[config.mk]
export PLATFORM = sky130hd
export DESIGN_NAME = mem_access_ctrl
export DESIGN_NICKNAME = d
export VERILOG_FILES = /design/src/rtl/mem_access_ctrl.sv
export SDC_FILE = /design/constraint.sdc
export NUM_CORES = 1
export LEC_CHECK = 0
export ABC_AREA = 1
export BUFFER_PORTS_ARGS = -buffer_cell sky130_fd_sc_hd__buf_2
export CAP_MARGIN = 20
export CORE_MARGIN = 2
export CORE_UTILIZATION = 48
export CTS_BUF_LIST = sky130_fd_sc_hd__clkbuf_4 sky130_fd_sc_hd__clkbuf_8
export DETAILED_ROUTE_END_ITERATION = 8
export GPL_TIMING_DRIVEN = 0
export MAX_ROUTING_LAYER = met4
export PLACE_DENSITY = 0.95
export SLEW_MARGIN = 20
export SYNTH_ARGS = -nofsm -noshare
export SYNTH_HDL_FRONTEND = slang
export SYNTH_SLANG_ARGS = --single-unit
[constraint.sdc]
create_clock -name clk -period 1.8 [get_ports clk]
set_input_delay 0.18 -clock clk [delete_from_list [all_inputs] [get_ports clk]]
set_output_delay 0.18 -clock clk [all_outputs]
set_load 0.01 [all_outputs]
[src/rtl/mem_access_ctrl.sv]
// rtl/mem_access_ctrl.sv - CPU load/store front end to a word-wide data memory; `define MEM_ACCESS_SUBWORD_EN adds byte/half access via read-modify-write
module mem_access_ctrl #(
  parameter int MEM_WORDS = 64,
  parameter int RD_LAT    = 1
) (
  input  logic        clk,
  input  logic        rst_n,
  input  logic        req_valid,
  output logic        req_ready,
  input  logic        req_we,
  input  logic [31:0] req_addr,
  input  logic [31:0] req_wdata,
  input  logic [1:0]  req_size,
  output logic        rsp_valid,
  output logic [31:0] rsp_rdata,
  output logic        rsp_err,
  output logic [31:0] mem_addr,
  output logic [31:0] mem_wdata,
  output logic        MemRead,
  output logic        MemWrite,
  input  logic [31:0] mem_rdata
);

  typedef enum logic [2:0] {
    IDLE,
    RD_WAIT,
    WRITE,
`ifdef MEM_ACCESS_SUBWORD_EN
    RMW_RD,
    RMW_WR,
`endif
    RESP
  } state_t;

  state_t      state;
  state_t      next_state;
  logic [3:0]  lat_cnt;
  logic        lat_done;
  logic        accept;
  logic        req_bad;
  logic [31:0] ld_data;

`ifdef MEM_ACCESS_SUBWORD_EN
  logic [1:0]  size_q;
  logic [1:0]  lane_q;
  logic [31:0] merged;
`endif

  assign lat_done = (lat_cnt == 4'd1);

  // Classify the incoming request: anything that must not touch memory is an error.
  always_comb begin
    req_bad = 1'b0;
    if ({2'b00, req_addr[31:2]} >= 32'(MEM_WORDS)) begin
      req_bad = 1'b1;
    end
    case (req_size)
      2'b10: if (req_addr[1:0] != 2'b00) req_bad = 1'b1;
`ifdef MEM_ACCESS_SUBWORD_EN
      2'b01: if (req_addr[0]) req_bad = 1'b1;
      2'b00: ;
`else
      2'b01: req_bad = 1'b1;
      2'b00: req_bad = 1'b1;
`endif
      default: req_bad = 1'b1;
    endcase
  end

`ifdef MEM_ACCESS_SUBWORD_EN
  // Lane extraction for loads and lane insertion for read-modify-write stores;
  // mem_wdata still holds the right-aligned store data while in RMW_RD.
  always_comb begin
    ld_data = mem_rdata;
    merged  = mem_rdata;
    case (size_q)
      2'b00: begin
        ld_data = {24'h0, mem_rdata[{lane_q, 3'b000} +: 8]};
        merged[{lane_q, 3'b000} +: 8] = mem_wdata[7:0];
      end
      2'b01: begin
        ld_data = {16'h0, mem_rdata[{lane_q[1], 4'b0000} +: 16]};
        merged[{lane_q[1], 4'b0000} +: 16] = mem_wdata[15:0];
      end
      default: ;
    endcase
  end
`else
  assign ld_data = mem_rdata;
`endif

  // State register; reset aborts any access and drops the strobes at once.
  always_ff @(posedge clk or negedge rst_n) begin
    if (!rst_n) begin
      state <= IDLE;
    end else begin
      state <= next_state;
    end
  end

  // Next-state decode and the strobes/handshakes that depend only on state.
  always_comb begin
    next_state = state;
    req_ready  = 1'b0;
    accept     = 1'b0;
    MemRead    = 1'b0;
    MemWrite   = 1'b0;
    rsp_valid  = 1'b0;
    case (state)
      IDLE: begin
        req_ready = 1'b1;
        if (req_valid) begin
          accept = 1'b1;
          if (req_bad) begin
            next_state = RESP;
          end else if (!req_we) begin
            next_state = RD_WAIT;
`ifdef MEM_ACCESS_SUBWORD_EN
          end else if (req_size != 2'b10) begin
            next_state = RMW_RD;
`endif
          end else begin
            next_state = WRITE;
          end
        end
      end
      RD_WAIT: begin
        MemRead = 1'b1;
        if (lat_done) next_state = RESP;
      end
      WRITE: begin
        MemWrite   = 1'b1;
        next_state = RESP;
      end
`ifdef MEM_ACCESS_SUBWORD_EN
      RMW_RD: begin
        MemRead = 1'b1;
        if (lat_done) next_state = RMW_WR;
      end
      RMW_WR: begin
        MemWrite   = 1'b1;
        next_state = RESP;
      end
`endif
      RESP: begin
        rsp_valid  = 1'b1;
        next_state = IDLE;
      end
      default: next_state = IDLE;
    endcase
  end

  // Request latching, read-latency countdown and response data capture.
  always_ff @(posedge clk or negedge rst_n) begin
    if (!rst_n) begin
      lat_cnt   <= 4'd0;
      mem_addr  <= 32'h0;
      mem_wdata <= 32'h0;
      rsp_rdata <= 32'h0;
      rsp_err   <= 1'b0;
`ifdef MEM_ACCESS_SUBWORD_EN
      size_q    <= 2'b10;
      lane_q    <= 2'b00;
`endif
    end else begin
      if (accept) begin
        mem_addr  <= {2'b00, req_addr[31:2]};
        mem_wdata <= req_wdata;
        lat_cnt   <= 4'(RD_LAT);
`ifdef MEM_ACCESS_SUBWORD_EN
        size_q    <= req_size;
        lane_q    <= req_addr[1:0];
`endif
        if (req_bad) begin
          rsp_rdata <= 32'h0;
          rsp_err   <= 1'b1;
        end
      end
      case (state)
        RD_WAIT: begin
          if (lat_done) begin
            lat_cnt   <= 4'd0;
            rsp_rdata <= ld_data;
            rsp_err   <= 1'b0;
          end else begin
            lat_cnt <= lat_cnt - 4'd1;
          end
        end
`ifdef MEM_ACCESS_SUBWORD_EN
        RMW_RD: begin
          if (lat_done) begin
            lat_cnt   <= 4'd0;
            mem_wdata <= merged;
          end else begin
            lat_cnt <= lat_cnt - 4'd1;
          end
        end
        RMW_WR: begin
          rsp_rdata <= 32'h0;
          rsp_err   <= 1'b0;
        end
`endif
        WRITE: begin
          rsp_rdata <= 32'h0;
          rsp_err   <= 1'b0;
        end
        default: ;
      endcase
    end
  end

endmodule

== After elaboration in Yosys (flattened, before gate mapping) ==
Cells that the tools add are included.

* $add $sub $neg: 1
* Multiply operators: 0
* Divide/modulo/power cells: 0
* $lt $le $gt $ge: 1
* Equality and inequality tests: 7
* Shift-type cells: 0
* Multiplexer cells: 25
* Bitwise operators: 0
* Reduce and logical (&&, ||, !) cells: 4

{| class="wikitable"
|+ Operators by type and width
! cell !! count
|-
| two-way mux 32 bit || 3
|-
| case mux 32 bit (2 select lines) || 1
|-
| >= comparator 30 x 7 -> 1 bit, second input constant || 1
|-
| two-way mux 1 bit || 12
|-
| two-way mux 4 bit || 3
|-
| case mux 3 bit (3 select lines) || 1
|-
| == test 3 x 2 -> 1 bit, second input constant || 2
|-
| two-way mux 3 bit || 2
|-
| == test 4 x 1 -> 1 bit, second input constant || 1
|-
| two-way mux 2 bit || 2
|-
| != test 2 bit, second input constant || 2
|-
| nonzero test 2 bit || 2
|-
| subtractor 4 x 1 -> 4 bit, second input constant || 1
|-
| == test 3 x 1 -> 1 bit, second input constant || 1
|-
| logical NOT 3 bit || 1
|-
| == test 2 bit, second input constant || 1
|-
| case mux 1 bit (2 select lines) || 1
|-
| AND reduction 2 bit || 1
|}

* Register bits after elaboration: 102
* Bits in latches: 0
* Bits in writable memories: 0
* ROM bits: 0
* Memories: 0

== Longest topological paths before layout ==
* Depth after elaboration: 8
* Gate-level depth with buffers: 9
* Gate-level depth less buffers: 9

== Worst setup path after synthesis ==
No wires, ideal clock.

* Kind: reg-to-reg
* Start point: register state[0]
* End point: register mem_addr[0]
* Arrival time: 1.412 ns
* Data required time: 1.734 ns
* Path slack: 0.322 ns
* Cell stages (with the launch flop): 9
* Cells stage by stage: dfrtp_1 inv_1 ha_1 nand2_2 inv_1 buf_2 buf_2 nand2_1 nand2_1

* Word-level cells in the longest chain between the ends: 2

{| class="wikitable"
|+ Ends and longest elaborated chain
! element !! RTL line !! text
|-
| start: declaration || 35 || <nowiki>state_t state;</nowiki>
|-
| start signal: assignment || 97 || <nowiki>state <= next_state;</nowiki>
|-
| logical NOT 3 bit || 109 || <nowiki>case (state)</nowiki>
|-
| two-way mux 1 bit || 109 ||
|-
| end signal: assignment || 167 || <nowiki>mem_addr <= {2'b00, req_addr[31:2]};</nowiki>
|-
| end: declaration || 17 || <nowiki>output logic [31:0] mem_addr,</nowiki>
|}

Every way passes these cells.
A chain may end at the register's enable or synchronous reset.

== Worst setup path in the final report ==
* Start point: register state[0]
* End point: register lat_cnt[3]

* Word-level cells in the longest chain between the ends: 3
* Elaborated cells between the ends (all ways): 5
* Those cells by class: 1 x eq/ne; 2 x mux; 2 x reduce/logical

{| class="wikitable"
|+ Ends and longest elaborated chain
! element !! RTL line !! text
|-
| logical NOT 3 bit || 109 ||
|-
| two-way mux 1 bit || 109 ||
|-
| nonzero test 2 bit (no line) || n/a ||
|-
| end signal: assignment || 169 || <nowiki>lat_cnt <= 4'(RD_LAT);</nowiki>
|-
| end signal: assignment || 186 || <nowiki>lat_cnt <= lat_cnt - 4'd1;</nowiki>
|-
| end: declaration || 37 || <nowiki>logic [3:0] lat_cnt;</nowiki>
|}

Parallel ways exist; a longest one is shown, timed or not.

==> run metrics <==
Top-Level Pins 203; TritonCTS clock tree done; number of global-route vias before repair 4006; post-synthesis simple-gate area fraction 32.17%; antenna violations before repair 0; CP max FO 10; setup repair bufs after CTS 0; drc violations 0; row cnt 34; Final Slew Violations 0; input/output buffers 200; final hold violation count 0; Seq/Total Area, Yosys 59.89%; initial detailed-routing violation count 204; GR Overflow Total 0; Peak VDD IR 798.8 µV; Clock Tree Buf Depth 2; clk_lat worst skew 0.36 ns; Setup crit start state[0]; Final period util 92.91%; Synth Register Bits 101; post-layout instance area 0.005719 mm²; multiplexer share of the synthesized area 0%; Starting Density 48.87%; FF-to-FF End lat_cnt[3]; commonest non-fill, non-tap cell in the layout nand2_1; syn_area_per_cell 8.756 µm²; Wirelength per Cell 13.79 µm; critical path startpoint category flip-flop; YS warnings 0; Critical R2R Launch state[0]; DP Area 0.005394 mm²; CP endpoint lat_cnt[3]; Final nets 815; largest net degree at the start of global routing 60; gr usage total 25.12%; first-pass GRT wire length 18910 µm; WL final 11310 µm; Final min period 1.672 ns; multi-input logic area 0.001518 mm²; R2R setup slack 0.13 ns; Yosys cell types 23; Pleak 3.447 nW; post-synthesis adder-cell area fraction 1.779%; xor/xnor share of the synthesized area 0.4151%; Die Span X 97.77 µm; Syn Inst Count 482; clk sinks 101; fmax 597.9 MHz; die height 97.77 µm; Final Hold Slack 0.02063 ns; fill cell count 733; layout cells sized above 1 36.10%; Power Density 1618 mW/mm²; DR pass1 iterations 4; Worst Hold Class input port to flip-flop; Crit Path Category flip-flop to flip-flop; dpl cells 792; Worst EP required 2.07 ns; CTS HTree Levels 3; ANT cells 0; crit end category flip-flop; cts bufs inserted 9; Root Driver clkbuf_8; CORE AREA 0.008636 mm²; antenna-violating nets left 0; Hold Path Origin req_wdata[4]; largest family of logic cells by synthesized area simple AND/OR/NAND/NOR gates; Avg Vias per Cell 4.852; Crit path arrival time 1.94 ns; cell area after synthesis 0.004220 mm²; Sequential Area 0.002527 mm²; skew final 0.01641 ns; Die ar. 0.009558 mm²; DR vias 3979; Worst R2R Path Depth 8; area grow syn2layout 35.52%; CTS clock-pin slew for the worst setup and hold paths 0.11 ns; max-cap violations 0; RD Place Congestion 0.8065; non-filler cells in the finished layout 820; # setup viols final 0; DP HPWL 8466 µm; commonest non-fill, non-tap cells in the layout nand2_1 (265), buf_2 (208), dfrtp_1 (101); total power 9.251 mW; Synth Area in Compound Gates 1.038%; outcome complete, no violations
-- worst min path at each step --
stage	end	slack, ns	cells after the start
floorplan	lat_cnt[0]	-0.12	0
global placement	mem_wdata[26]	0.37	3
detailed placement	rsp_rdata[2]	0.13	1
CTS	mem_addr[2]	0.00008	3
global route	mem_wdata[29]	0.01	3
finish	mem_wdata[4]	0.02	3
-- logic make-up after synthesis --
logic type | after synthesis
AND/OR/NAND/NOR | 327
flip-flops | 101
buffers and inverters | 37
AO/OA/AOI/OAI | 8
adder cells (fa/ha/maj) | 6
XOR/XNOR | 2
other | 1
-- layer usage --
layer	share of wire, %	wire, µm	track usage [%]
met2	51	5792	40.90
met5	0	0	-
met4	1.6	185	8.868
met3	4.7	529	4.080
met1	42	4802	32.24
-- power by group --
group | total [mW] | switching, mW | leakage [nW] | internal (mW)
sequential | 3.79 | 0.560 | 1.30 | 3.23
combinational | 4.14 | 2.54 | 2.06 | 1.60
clock | 1.32 | 0.766 | 0.0850 | 0.557
total | 9.25 | 3.87 | 3.45 | 5.38
-- state kept, by name (all words and copies together), names as in the netlist --
signal and count:
lat_cnt 4, mem_addr 30, rsp_rdata 32, state 2, rsp_err 1, mem_wdata 32
-- critical path: stages (launching register included) --
cell	delay, ns
dfrtp_1	0.41
inv_1	0.09
ha_2	0.24
nand2_4	0.15
inv_1	0.08
buf_4	0.18
nor2_1	0.16
inv_1	0.12
o22ai_1	0.17
-- final cells by class --
class,instances,area share [%]
multi-input cells,345,26.54
inverters,13,0.8532
clock inverters,5,0.6344
repair buffers,213,20.19
plain buffers,24,2.691
well taps,108,2.363
flip-flops and latches,101,44.19
clock buffers,11,2.538
-- cells in the mapped netlist --
cell      count  area, µm²
nand2_1     266      998.5
dfrtp_1     101       2527
nand3_1      25      125.1
nor2_1       16      60.06
buf_2        12      60.06
nand3_2      12      120.1
inv_1        11      41.29
clkbuf_1      6      22.52
ha_1          6      75.07
a21oi_1       4      20.02
buf_6         3      33.78
nor2_2        3      18.77
o22ai_1       3      18.77
buf_4         2      15.01
inv_2         2      7.510
nand2_2       2      12.51
nand4_1       2      12.51
buf_8         1      15.01
conb_1        1      3.750
nor3_2        1      10.01
o21ai_0       1      5.000
xnor2_1       1      8.760
xor2_1        1      8.760
-- stage by stage --
stage | TNS (ns) | setup slack [ns] | util, %
floorplan | 0 | 0.3224 | -
global placement | -38.61 | -0.3904 | 62.07
detailed placement | -0.3949 | -0.02987 | 62.46
CTS | 0 | 0.05652 | 66.07
global route | -0.001648 | -0.001648 | 66.23
finish | 0 | 0.1276 | 66.23
-- timing repair --
| item | in CTS | in global routing |
|---|---|---|
| endpoints found under the setup margin | 61 | 66 |
| hold buffers | 12 | 0 |
| endpoints found under the hold margin | 53 | 0 |
| gates resized for setup | 3 | 5 |
Power figures use the tool's default switching activity.
